`config.mk`:
```
export PLATFORM = sky130hd
export DESIGN_NAME = pe_job_scheduler
export DESIGN_NICKNAME = d
export VERILOG_FILES = /design/src/rtl/pe_job_scheduler_pkg.sv /design/src/rtl/pe_watchdog.sv /design/src/rtl/pe_job_scheduler.sv
export SDC_FILE = /design/constraint.sdc
export NUM_CORES = 1
export LEC_CHECK = 0
export CORE_MARGIN = 2
export CORE_UTILIZATION = 52
export CTS_CLUSTER_DIAMETER = 150
export DETAILED_ROUTE_END_ITERATION = 8
export PLACE_DENSITY = 0.79
export SLEW_MARGIN = 20
export SYNTH_ARGS = -nofsm -noshare
export SYNTH_HDL_FRONTEND = slang
export SYNTH_HIERARCHICAL = 1
export SYNTH_SLANG_ARGS = --single-unit
```
`constraint.sdc`:
```
create_clock -name clk -period 2.8 [get_ports clk]
set_clock_uncertainty 0.05 [all_clocks]
set_input_delay 0.28 -clock clk [delete_from_list [all_inputs] [get_ports clk]]
set_output_delay 0.28 -clock clk [all_outputs]
set_load 0.1 [all_outputs]
```
`src/rtl/pe_job_scheduler_pkg.sv`:
```
// Shared definitions for PE job schedulers: state encoding and default widths.
package pe_job_scheduler_pkg;

  localparam int DEF_STRIDE_WIDTH      = 2;
  localparam int DEF_FILTER_SIZE_WIDTH = 3;
  localparam int DEF_COUNT_WIDTH       = 8;
  localparam int DEF_TIMEOUT_WIDTH     = 12;
  localparam int DEF_TIMEOUT_CYCLES    = 4000;

  typedef enum logic [2:0] {
    IDLE  = 3'd0,
    START = 3'd1,
    RUN   = 3'd2,
    FIN   = 3'd3,
    ERR   = 3'd4
  } sched_state_e;

endpackage

```
`src/rtl/pe_watchdog.sv`:
```
// Stall watchdog: counts enabled, non-held cycles and flags expiry at TIMEOUT_CYCLES-1.
module pe_watchdog #(
  parameter int TIMEOUT_WIDTH  = 12,
  parameter int TIMEOUT_CYCLES = 4000
) (
  input  logic clk_i,
  input  logic rst_ni,
  input  logic clr_i,
  input  logic en_i,
  input  logic hold_i,
  output logic expired_o
);

  localparam logic [TIMEOUT_WIDTH-1:0] LAST = TIMEOUT_WIDTH'(TIMEOUT_CYCLES - 1);

  logic [TIMEOUT_WIDTH-1:0] cnt_q;

  // Saturates at LAST so the expiry flag stays asserted until cleared.
  always_ff @(posedge clk_i or negedge rst_ni) begin
    if (!rst_ni) begin
      cnt_q <= '0;
    end else if (clr_i) begin
      cnt_q <= '0;
    end else if (en_i && !hold_i && cnt_q != LAST) begin
      cnt_q <= cnt_q + TIMEOUT_WIDTH'(1);
    end
  end

  assign expired_o = (cnt_q == LAST);

endmodule

```
`src/rtl/pe_job_scheduler.sv`:
```
// Sequences a single-row convolution PE through job descriptors, counting its
// Psum-buffer writes and guarding against stalls with a watchdog and abort.
module pe_job_scheduler
  import pe_job_scheduler_pkg::*;
#(
  parameter int STRIDE_WIDTH      = DEF_STRIDE_WIDTH,
  parameter int FILTER_SIZE_WIDTH = DEF_FILTER_SIZE_WIDTH,
  parameter int COUNT_WIDTH       = DEF_COUNT_WIDTH,
  parameter int TIMEOUT_WIDTH     = DEF_TIMEOUT_WIDTH,
  parameter int TIMEOUT_CYCLES    = DEF_TIMEOUT_CYCLES
) (
  input  logic                         clk,
  input  logic                         rst,
  input  logic                         cmd_valid,
  output logic                         cmd_ready,
  input  logic [STRIDE_WIDTH-1:0]      cmd_stride,
  input  logic [FILTER_SIZE_WIDTH-1:0] cmd_filter_size,
  input  logic [COUNT_WIDTH-1:0]       cmd_psum_count,
  input  logic                         abort,
  output logic                         pe_start,
  output logic [STRIDE_WIDTH-1:0]      pe_stride,
  output logic [FILTER_SIZE_WIDTH-1:0] pe_filter_size,
  input  logic                         pe_wen_psum,
  input  logic                         pe_ready_psum,
  output logic                         busy,
  output logic [COUNT_WIDTH-1:0]       psum_done_cnt,
  output logic                         done,
  output logic                         error
);

  sched_state_e                 state_q;
  logic                         pe_start_q, done_q, error_q;
  logic [STRIDE_WIDTH-1:0]      stride_q;
  logic [FILTER_SIZE_WIDTH-1:0] filter_q;
  logic [COUNT_WIDTH-1:0]       target_q, cnt_q;
  logic [COUNT_WIDTH-1:0]       cnt_d;
  logic                         fire, accept, in_run, wd_expired;

  assign fire   = pe_wen_psum & pe_ready_psum;
  assign in_run = (state_q == RUN);
  assign accept = (state_q == IDLE) && cmd_valid && (cmd_stride != '0) &&
                  (cmd_filter_size != '0) && (cmd_psum_count != '0);
  assign cnt_d  = cnt_q + COUNT_WIDTH'(1);

  pe_watchdog #(
    .TIMEOUT_WIDTH (TIMEOUT_WIDTH),
    .TIMEOUT_CYCLES(TIMEOUT_CYCLES)
  ) u_watchdog (
    .clk_i    (clk),
    .rst_ni   (rst),
    .clr_i    (accept | (in_run & fire)),
    .en_i     (in_run & ~fire),
    .hold_i   (~pe_ready_psum),
    .expired_o(wd_expired)
  );

  always_ff @(posedge clk or negedge rst) begin
    if (!rst) begin
      state_q    <= IDLE;
      pe_start_q <= 1'b0;
      done_q     <= 1'b0;
      error_q    <= 1'b0;
      stride_q   <= '0;
      filter_q   <= '0;
      target_q   <= '0;
      cnt_q      <= '0;
    end else begin
      pe_start_q <= 1'b0;
      done_q     <= 1'b0;
      error_q    <= 1'b0;
      case (state_q)
        IDLE: begin
          if (cmd_valid) begin
            if (cmd_stride == '0 || cmd_filter_size == '0) begin
              state_q <= ERR;
              error_q <= 1'b1;
            end else if (cmd_psum_count == '0) begin
              state_q <= FIN;
              done_q  <= 1'b1;
            end else begin
              state_q    <= START;
              pe_start_q <= 1'b1;
              stride_q   <= cmd_stride;
              filter_q   <= cmd_filter_size;
              target_q   <= cmd_psum_count;
              cnt_q      <= '0;
            end
          end
        end
        START: begin
          if (abort) begin
            state_q <= ERR;
            error_q <= 1'b1;
          end else begin
            state_q <= RUN;
          end
        end
        RUN: begin
          // A write on the expiry cycle clears the watchdog, so it wins over timeout.
          if (abort) begin
            state_q <= ERR;
            error_q <= 1'b1;
          end else if (fire) begin
            cnt_q <= cnt_d;
            if (cnt_d == target_q) begin
              state_q <= FIN;
              done_q  <= 1'b1;
            end
          end else if (wd_expired) begin
            state_q <= ERR;
            error_q <= 1'b1;
          end
        end
        default: state_q <= IDLE;
      endcase
    end
  end

  assign cmd_ready      = (state_q == IDLE);
  assign busy           = (state_q == START) || (state_q == RUN);
  assign pe_start       = pe_start_q;
  assign done           = done_q;
  assign error          = error_q;
  assign pe_stride      = stride_q;
  assign pe_filter_size = filter_q;
  assign psum_done_cnt  = cnt_q;

endmodule

```
==> reports/results.ini, run 1 <==
[run_status]
status = complete, no violations

[global_route]
antenna_found_initial = 0
gr-usage-all-layers_pct = 21.42
grt_pass1_vias = 1681
overflow = 0
grt_max_degree = 40
grt_pass1_wl_um = 7341

[synthesis]
synth_xor_area_share_pct = 6.627
avgSynthCellArea_um2 = 9.194
syn_nets = 251
synth_top_family_by_area = simple AND/OR/NAND/NOR gates
synth_fa_ha_area_share_pct = 1.183
synth_cell_types = 50
synth_compound_area_share_pct = 13.73
synth_area_um2 = 2115
yosysSeqAreaShare_pct = 46.15
synth.area.mux_share_pct = 1.006
synth-simple-area-share_pct = 28.58
ys_warn_count = 6
synth.ff_latch_count = 39
syn_inst = 230

[critical_path]
max_stage_delay_ps = 460
critPathMaxFanout = 6
worstSetupPathType = register to register
rrSetupSlack_ps = 480
reg2reg_to = u_watchdog/cnt_q[11]
r2r-start = state_q[1]
cp_data_arrival_time_ps = 2440
cp_cell_sequence = or3b_4 > a21oi_1 > nand4b_1 > nor4_1 > xnor2_1 > nor2_1
start_kind = register
required_ps = 2920
critPathSlowestCell = dfrtp_1
r2r_cells = 6
end_kind = register

[detailed_routing]
antenna_left = 0
drt-pass1-iter-count = 4
drt-wirelength-per-cell_um = 14.36
viasPerCell = 5.547
route.detailed.drc = 0
wl_um = 4594
vias = 1775
drtIter0Drc = 107

[clock_network]
path_clk_slew_ps = 80
postCtsResizedCells = 0
numCtsBuffers = 5
cts_tree = done
clk_latency_ps = 280
htree_levels = 2
cts_hold_buf = 0
cts_setup_buffers = 0
clock_path_buffers = 2
cts-root-buf = clkbuf_8
cts.sinks = 39

[power]
power_density_nw_per_um2 = 926.5
pwr-share-seq_pct = 33.5
clockPowerShare_pct = 19.8
ir_drop_mv = 0.9009
p_leak_nw = 1.223
p_int_mw = 1.292
power.switching_mw = 1.128
switching_share_pct = 46.61
power_frac_comb_pct = 46.7

[placed_design]
gp_congestion = 0.7840
dpl.hpwl_um = 3481
place_area_um2 = 2494
portBuffers = 36

[sta]
finalHoldViolations = 0
fin_crit_sh_pct = 82.69
max_freq_ghz = 0.4319
whs_ps = 46.05
setup_viol = 0
tightest_slew_ps = 855.2
drv_slew = 0
grt_setup_unrepaired = false
timing.final.crit_period_ps = 2315
setup_tns_ps = 0
relSlewSlack_pct = 42.99

[worst_hold_path]
hold_path.class = input pin to asynchronous set/reset pin

[layout]
fin_area_um2 = 2611
multi_input_area_um2 = 1104
diodes = 0
layout_commonest_cell = nand2_1
mostFrequentLayoutCells = 56 x nand2_1, 39 x dfrtp_1, 21 x buf_4
num-fill-cells = 323
seq_area_um2 = 975.9
nets = 290
drive_above_1_share_pct = 16.67
syn_to_final_growth_pct = 23.49
final_util_pct = 66.23

[die]
placementRows = 23
dieHeight_um = 67.77
io_pins = 37
fp.dieW_um = 67.77
dieArea_um2 = 4593
start_util_pct = 53.63
core_area_um2 = 3943

[flow_run]
maxCapViolations = 0

[critical path: cells and delay by family, from the launching register on]
family          cells  cell delay, ps
compound gates      1             390
xor+xnor            1             170
flops               1             460
simple gates        4            1140
[synth_stat cells, drive strengths merged]
cell | number | area (µm²)
a211oi | 2 | 20.02
a21oi | 4 | 20.02
a221oi | 1 | 8.760
a31o | 1 | 8.760
a31oi | 4 | 25.02
a32oi | 1 | 8.760
and2 | 2 | 15.02
and3 | 3 | 18.77
and3b | 1 | 8.760
and4bb | 1 | 12.51
buf | 5 | 31.28
clkbuf | 2 | 7.510
dfrtp | 39 | 975.9
ha | 2 | 25.02
inv | 5 | 18.76
mux2 | 1 | 11.26
mux2i | 1 | 10.01
nand2 | 56 | 210.2
nand2b | 1 | 6.260
nand3 | 7 | 35.03
nand4 | 6 | 50.04
nand4b | 1 | 8.760
nor2 | 17 | 63.81
nor2b | 4 | 25.02
nor3 | 7 | 35.03
nor3b | 1 | 7.510
nor4 | 4 | 25.02
nor4b | 1 | 8.760
o2111ai | 1 | 15.01
o211ai | 3 | 22.52
o21ai | 12 | 60.06
o21bai | 2 | 15.01
o311a | 1 | 21.27
o31ai | 3 | 22.52
o32a | 1 | 10.01
o41ai | 2 | 32.53
or3 | 4 | 31.28
or3b | 2 | 20.02
or4 | 3 | 22.52
xnor2 | 13 | 113.9
xor2 | 3 | 26.28
[worst max-delay path by stage]
| stage | from | to | slack (ps) | cells after the start |
|---|---|---|---|---|
| 6_report | state_q[1] | u_watchdog/cnt_q[11] | 480 | 6 |
| 2_1_floorplan | state_q[1] | u_watchdog/cnt_q[2] | 60 | 7 |
| 4_1_cts | state_q[1] | u_watchdog/cnt_q[9] | 470 | 6 |
| 5_1_grt | state_q[1] | u_watchdog/cnt_q[11] | 250 | 6 |
| 3_3_place_gp | cmd_psum_count[5] | u_watchdog/cnt_q[3] | 460 | 7 |
| 3_5_place_dp | cmd_psum_count[5] | u_watchdog/cnt_q[3] | 420 | 7 |
[flip-flops by register name (all words and copies together) (netlist names)]
register,flops
u_watchdog/cnt_q,12
psum_done_cnt,8
target_q,8
pe_filter_size,3
state_q,3
pe_stride,2
done,1
error,1
pe_start,1
[cell families (layout without fill, tap and decap cells)]
group,Yosys count,count (layout)
XOR/XNOR,16,16
flip-flops,39,39
adder cells (fa/ha/maj),2,2
buffers and inverters,12,52
multiplexers,2,2
AND/OR/NAND/NOR,121,121
AO/OA/AOI/OAI,38,38
[area by class of cell]
cell class                 instances  share of cell area [%]
multi-input combinational        179                   42.26
sequential                        39                   37.37
timing repair buffer              39                   12.75
clock buffer                       6                   3.162
tap                               50                   2.396
clock inverter                     2                   1.342
inverter                           5                  0.7187
[power by group through the flow]
stage	Sequential, mW	Combinational (mW)	Clock [mW]
floorplan	1.15	0.537	0
global placement	0.814	1.12	0
detailed placement	0.822	1.13	0
CTS	0.811	1.14	0.490
global route	0.826	1.21	0.509
finish	0.811	1.13	0.479
[per-layer routing]
metal | track usage (%) | routed length [µm] | vias up
li1 | - | - | 894
met1 | 27.37 | 2070 | 848
met2 | 36.76 | 2346 | 29
met3 | 4.667 | 136 | 4
met4 | 5.750 | 40 | 0
met5 | 0 | 0 | -
[per-stage QoR]
stage                     power (mW)  instances  setup slack (ps)
after floorplan                1.689        230             63.55
after global placement         1.931        312             458.0
after detailed placement       1.954        312             421.6
after CTS                      2.438        320             470.8
after global routing           2.542        320             248.1
final                          2.419        320             484.7
No activity file was read; power rests on OpenSTA's default activity.
==> run 2, diff against run 1 <==
==> constraint.sdc (replaced) <==
create_clock -name clk -period 2.3 [get_ports clk]
set_clock_uncertainty 0.05 [all_clocks]
set_input_delay 0.23 -clock clk [delete_from_list [all_inputs] [get_ports clk]]
set_output_delay 0.23 -clock clk [all_outputs]
set_load 0.1 [all_outputs]
==> reports/results.ini, run 2 (synthesis results as in run 1) <==
[power]
p_int_mw = 1.509  ; was 1.292 mW
ir_drop_mv = 1.418  ; was 0.9009 mV
clockPowerShare_pct = 16.4  ; was 19.8%
power_frac_comb_pct = 51.0  ; was 46.7%
p_leak_nw = 1.232  ; was 1.223 nW
power.switching_mw = 1.402  ; was 1.128 mW
total_power_mw = 2.911  ; was 2.419 mW
power_density_nw_per_um2 = 1096  ; was 926.5 nW/µm²
pwr-share-seq_pct = 32.6  ; was 33.5%
switching_share_pct = 48.16  ; was 46.61%

[critical_path]
crit_end = state_q[0]  ; was u_watchdog/cnt_q[11]
required_ps = 2460  ; was 2920 ps
end_kind = register  ; unchanged
rrSetupSlack_ps = 210  ; was 480 ps
cp_data_arrival_time_ps = 2260  ; was 2440 ps
critPathLaunch = psum_done_cnt[1]  ; was state_q[1]
r2r-start = psum_done_cnt[1]  ; was state_q[1]
worstSetupPathType = register to register  ; unchanged
r2r_cells = 6  ; unchanged
critPathMaxFanout = 7  ; was 6
start_kind = register  ; unchanged
reg2reg_to = state_q[0]  ; was u_watchdog/cnt_q[11]

[sta]
timing.final.crit_period_ps = 2095  ; was 2315 ps
tightest_slew_ps = 859.5  ; was 855.2 ps
fin_crit_sh_pct = 91.07  ; was 82.69%
setup_tns_ps = 0  ; unchanged
whs_ps = 0.5825  ; was 46.05 ps
drv_slew = 0  ; unchanged
max_freq_ghz = 0.4774  ; was 0.4319 GHz
grt_setup_unrepaired = false  ; unchanged
finalHoldViolations = 0  ; unchanged
setup_viol = 0  ; unchanged
relSlewSlack_pct = 42.70  ; was 42.99%

[clock_network]
htree_levels = 2  ; unchanged
postCtsResizedCells = 0  ; unchanged
path_clk_slew_ps = 80  ; about the same
clk_latency_ps = 290  ; was 280 ps
numCtsBuffers = 5  ; unchanged
cts-root-buf = clkbuf_8  ; unchanged
clock_path_buffers = 2  ; unchanged
cts_tree = done  ; unchanged
cts.sinks = 39  ; unchanged
cts_setup_buffers = 0  ; unchanged
cts_hold_buf = 0  ; unchanged

[global_route]
gr-usage-all-layers_pct = 22.94  ; was 21.42%
grt_pass1_wl_um = 7866  ; was 7341 µm
grt_max_degree = 40  ; unchanged
antenna_found_initial = 0  ; unchanged
grt_pass1_vias = 1746  ; was 1,681
overflow = 0  ; unchanged

[placed_design]
portBuffers = 36  ; unchanged
gp_congestion = 0.8228  ; was 0.7840
dpl.hpwl_um = 3431  ; was 3481 µm

[die]
core_area_um2 = 3943  ; unchanged
dieArea_um2 = 4593  ; unchanged
dieHeight_um = 67.77  ; unchanged
placementRows = 23  ; unchanged
start_util_pct = 53.63  ; unchanged
fp.dieW_um = 67.77  ; unchanged
io_pins = 37  ; unchanged

[layout]
largest_reg_flops = 12  ; unchanged
seq_area_um2 = 979.7  ; was 975.9 µm²
layout_commonest_cell = nand2_1  ; unchanged
largest_register = u_watchdog/cnt_q  ; unchanged
nets = 296  ; was 290
syn_to_final_growth_pct = 25.56  ; was 23.49%
mostFrequentLayoutCells = 56 x nand2_1, 36 x dfrtp_1, 27 x buf_4  ; was 56 x nand2_1, 39 x dfrtp_1, 21 x buf_4
final_util_pct = 67.34  ; was 66.23%
drive_above_1_share_pct = 20.65  ; was 16.67%
num-fill-cells = 304  ; was 323
diodes = 0  ; unchanged
multi_input_area_um2 = 1125  ; was 1104 µm²

[detailed_routing]
route.detailed.drc = 0  ; unchanged
vias = 1859  ; was 1,775
wl_um = 4678  ; was 4594 µm
antenna_left = 0  ; unchanged
drt-pass1-iter-count = 4  ; unchanged
drtIter0Drc = 200  ; was 107
viasPerCell = 5.702  ; was 5.547
drt-wirelength-per-cell_um = 14.35  ; was 14.36 µm

[flow_run]
maxCapViolations = 0  ; unchanged

[worst_hold_path]
hold_path.class = input pin to asynchronous set/reset pin  ; unchanged

[run_status]
status = complete, no violations  ; unchanged

run 2: layout make-up:
type | count | share of cell area (%)
well taps | 50 | 2.356
flip-flops and latches | 39 | 36.90
clock buffers | 7 | 3.252
multi-input cells | 179 | 42.37
inverters | 5 | 0.7069
clock inverters | 1 | 0.1885
repair buffers | 45 | 14.23
run 2: critical path: stages (launching register included):
cell and delay (ps):
dfrtp_2 450, ha_1 280, nor2b_1 180, or4_1 460, a32oi_1 240, nand4_1 180
a21oi_1 180
run 2: power by group through the flow:
stage | combinational (mW) | clock, mW | sequential [mW]
CTS | 1.49 | 0.486 | 0.949
global placement | 1.47 | 0 | 0.957
global route | 1.59 | 0.519 | 0.969
finish | 1.48 | 0.477 | 0.949
detailed placement | 1.48 | 0 | 0.961
floorplan | 0.692 | 0 | 1.40
run 2: worst min-delay path by stage:
stage | start | to | slack, ps | cells after the start
6_report | rst | psum_done_cnt[7] | 0.6 | 1
5_1_grt | rst | target_q[4] | 80 | 1
4_1_cts | rst | psum_done_cnt[3] | 30 | 1
3_5_place_dp | rst | psum_done_cnt[7] | 350 | 1
3_3_place_gp | rst | psum_done_cnt[7] | 340 | 1
2_1_floorplan | rst | done | -120 | 0
run 2: per-stage QoR:
step | std cells | setup WS [ps] | instance area, µm²
finish | 326 | 205.5 | 2655
global route | 326 | 87.08 | 2655
global placement | 318 | 93.98 | 2564
detailed placement | 318 | 41.85 | 2564
floorplan | 230 | -155.6 | 2178
CTS | 326 | 220.8 | 2655
run 2: metal layers:
| metal | share of wire (%) | routed length [µm] | up-vias | global-route usage [%] |
|---|---|---|---|---|
| met5 | 0 | 0 | - | 0 |
| met3 | 5.3 | 246 | 5 | 5.833 |
| met4 | 1.1 | 52 | 0 | 8.250 |
| met1 | 44 | 2052 | 900 | 29.21 |
| met2 | 50 | 2326 | 51 | 37.75 |
| li1 | - | - | 903 | - |
==> variant, RTL diff (config.mk and constraints of run 2) <==
Make the reset (`rst` and `rst_ni`) synchronous in 2 clocked blocks.
--- a/src/rtl/pe_watchdog.sv
+++ b/src/rtl/pe_watchdog.sv
@@ -18,3 +18,3 @@
   // Saturates at LAST so the expiry flag stays asserted until cleared.
-  always_ff @(posedge clk_i or negedge rst_ni) begin
+  always_ff @(posedge clk_i) begin
     if (!rst_ni) begin
--- a/src/rtl/pe_job_scheduler.sv
+++ b/src/rtl/pe_job_scheduler.sv
@@ -56,3 +56,3 @@
 
-  always_ff @(posedge clk or negedge rst) begin
+  always_ff @(posedge clk) begin
     if (!rst) begin
Function: differs if rst is asserted again (counterexample within 4 cycles, from zero or initial values and one cycle with rst low); with rst held inactive, the same outputs for 10 cycles.
==> variant against run 2 <==
Wire length down 3.5%; sequential cell count unchanged; worst setup slack better by 0.0043 ns; critical endpoint is now done; largest cell class unchanged; final area down 2.7%; area after synthesis down 1.0%.
Power is not compared: it rests on default switching activity, and its combinational part moved more than twofold at a synthesized area within 25%.
==> variant: results (changes against run 2) <==
Drt
  • Drt wl/cell: 13.9 um (-3.2%)
  • DRT iter0 DRCs: 81 (-60%)
  • Routed wl met2: 2.20 mm (-5.5%)
  • Vias post-DR: 1809 (-2.7%)
  • Met1 WL: 2.11 mm (+2.7%)
  • WL met3: 147 um (-40%)

Synthesis
  • Async set or reset register ratio after synthesis: 0% (-100 points)
  • Yosys cell types: 55 (+10%)
  • Synth top area cells: dfxtp_1, nor2_1, mux2i_1, xnor2_1, o21ai_0
  • Synth Net Count: 255 (+1.6%)
  • Mux contribution to synthesized area: 6.22% (+5.2 points)
  • Register area share after synthesis: 37.3% (-8.9 points)
  • Post-Synth Adder-Cell Area: 1.20% (+0.012 points)
  • Top_reg_cell synth: dfxtp_1
  • Post-Synth XOR/XNOR Area: 6.69% (+0.067 points)

Setup path
  • Worst r2r dst: done
  • Critical Path Fanout Max: 6 (-1)
  • Reg2reg start: psum_done_cnt[1]

Layout
  • Cell area after layout: 2580 sq um (-2.7%)
  • Layout cell share with drive strength beyond 1: 19.6% (-1.0 points)
  • Nets: 295 (-0.34%)

Placement
  • Pre-CTS setup slack: 0.0628 ns (+0.0209 ns)
  • Placed cell area: 2500 sq um (-2.3%)
  • Routability congestion estimate: 0.785 (-4.6%)
  • Placed Instances: 317 (-0.31%)

STA
  • Worst Hold Slack: 0.449 ns (+0.449 ns)

GRT
  • Met2 usage: 34.7% (-3.1 points)
  • Total Routing Usage GR: 21.5% (-1.4 points)
  • Largest net degree at the start of global routing: 16 (-60%)
  • Met3 Usage GRT: 4.17% (-1.7 points)
  • Vias in the first global route: 1625 (-6.9%)

Status
  • Status: completed
[variant: cell count changes in the layout (fill, tap and decap cells not counted), sizes merged, moves of 4 or more]
| cell | before | now |
|---|---|---|
| buf | 28 | 24 |
| dfrtp | 39 | 0 |
| dfxtp | 0 | 39 |
| mux2i | 1 | 13 |
| nand2 | 56 | 11 |
| nor2 | 17 | 40 |
[variant: final cells by class]
type	count	share of cell area, %
Clock buffer	6	2.81
Multi-Input combinational cell	178	48.3
Clock inverter	2	0.291
Timing Repair Buffer	42	14.4
Sequential cell	39	30.6
Inverter	8	1.16
Tap cell	50	2.42
[variant: cells by family after synthesis]
logic type | Yosys count
adder cells (fa/ha/maj) | 2
multiplexers | 13
AO/OA/AOI/OAI | 53
XOR/XNOR | 16
flip-flops | 39
buffers and inverters | 17
AND/OR/NAND/NOR | 94
[variant: worst max-delay path, cell delays in order (launching register included)]
cell	delay, ns
dfxtp_4	0.38
ha_1	0.16
nand3_1	0.13
xnor2_1	0.17
or3_1	0.36
a2111oi_2	0.55
o211a_1	0.23
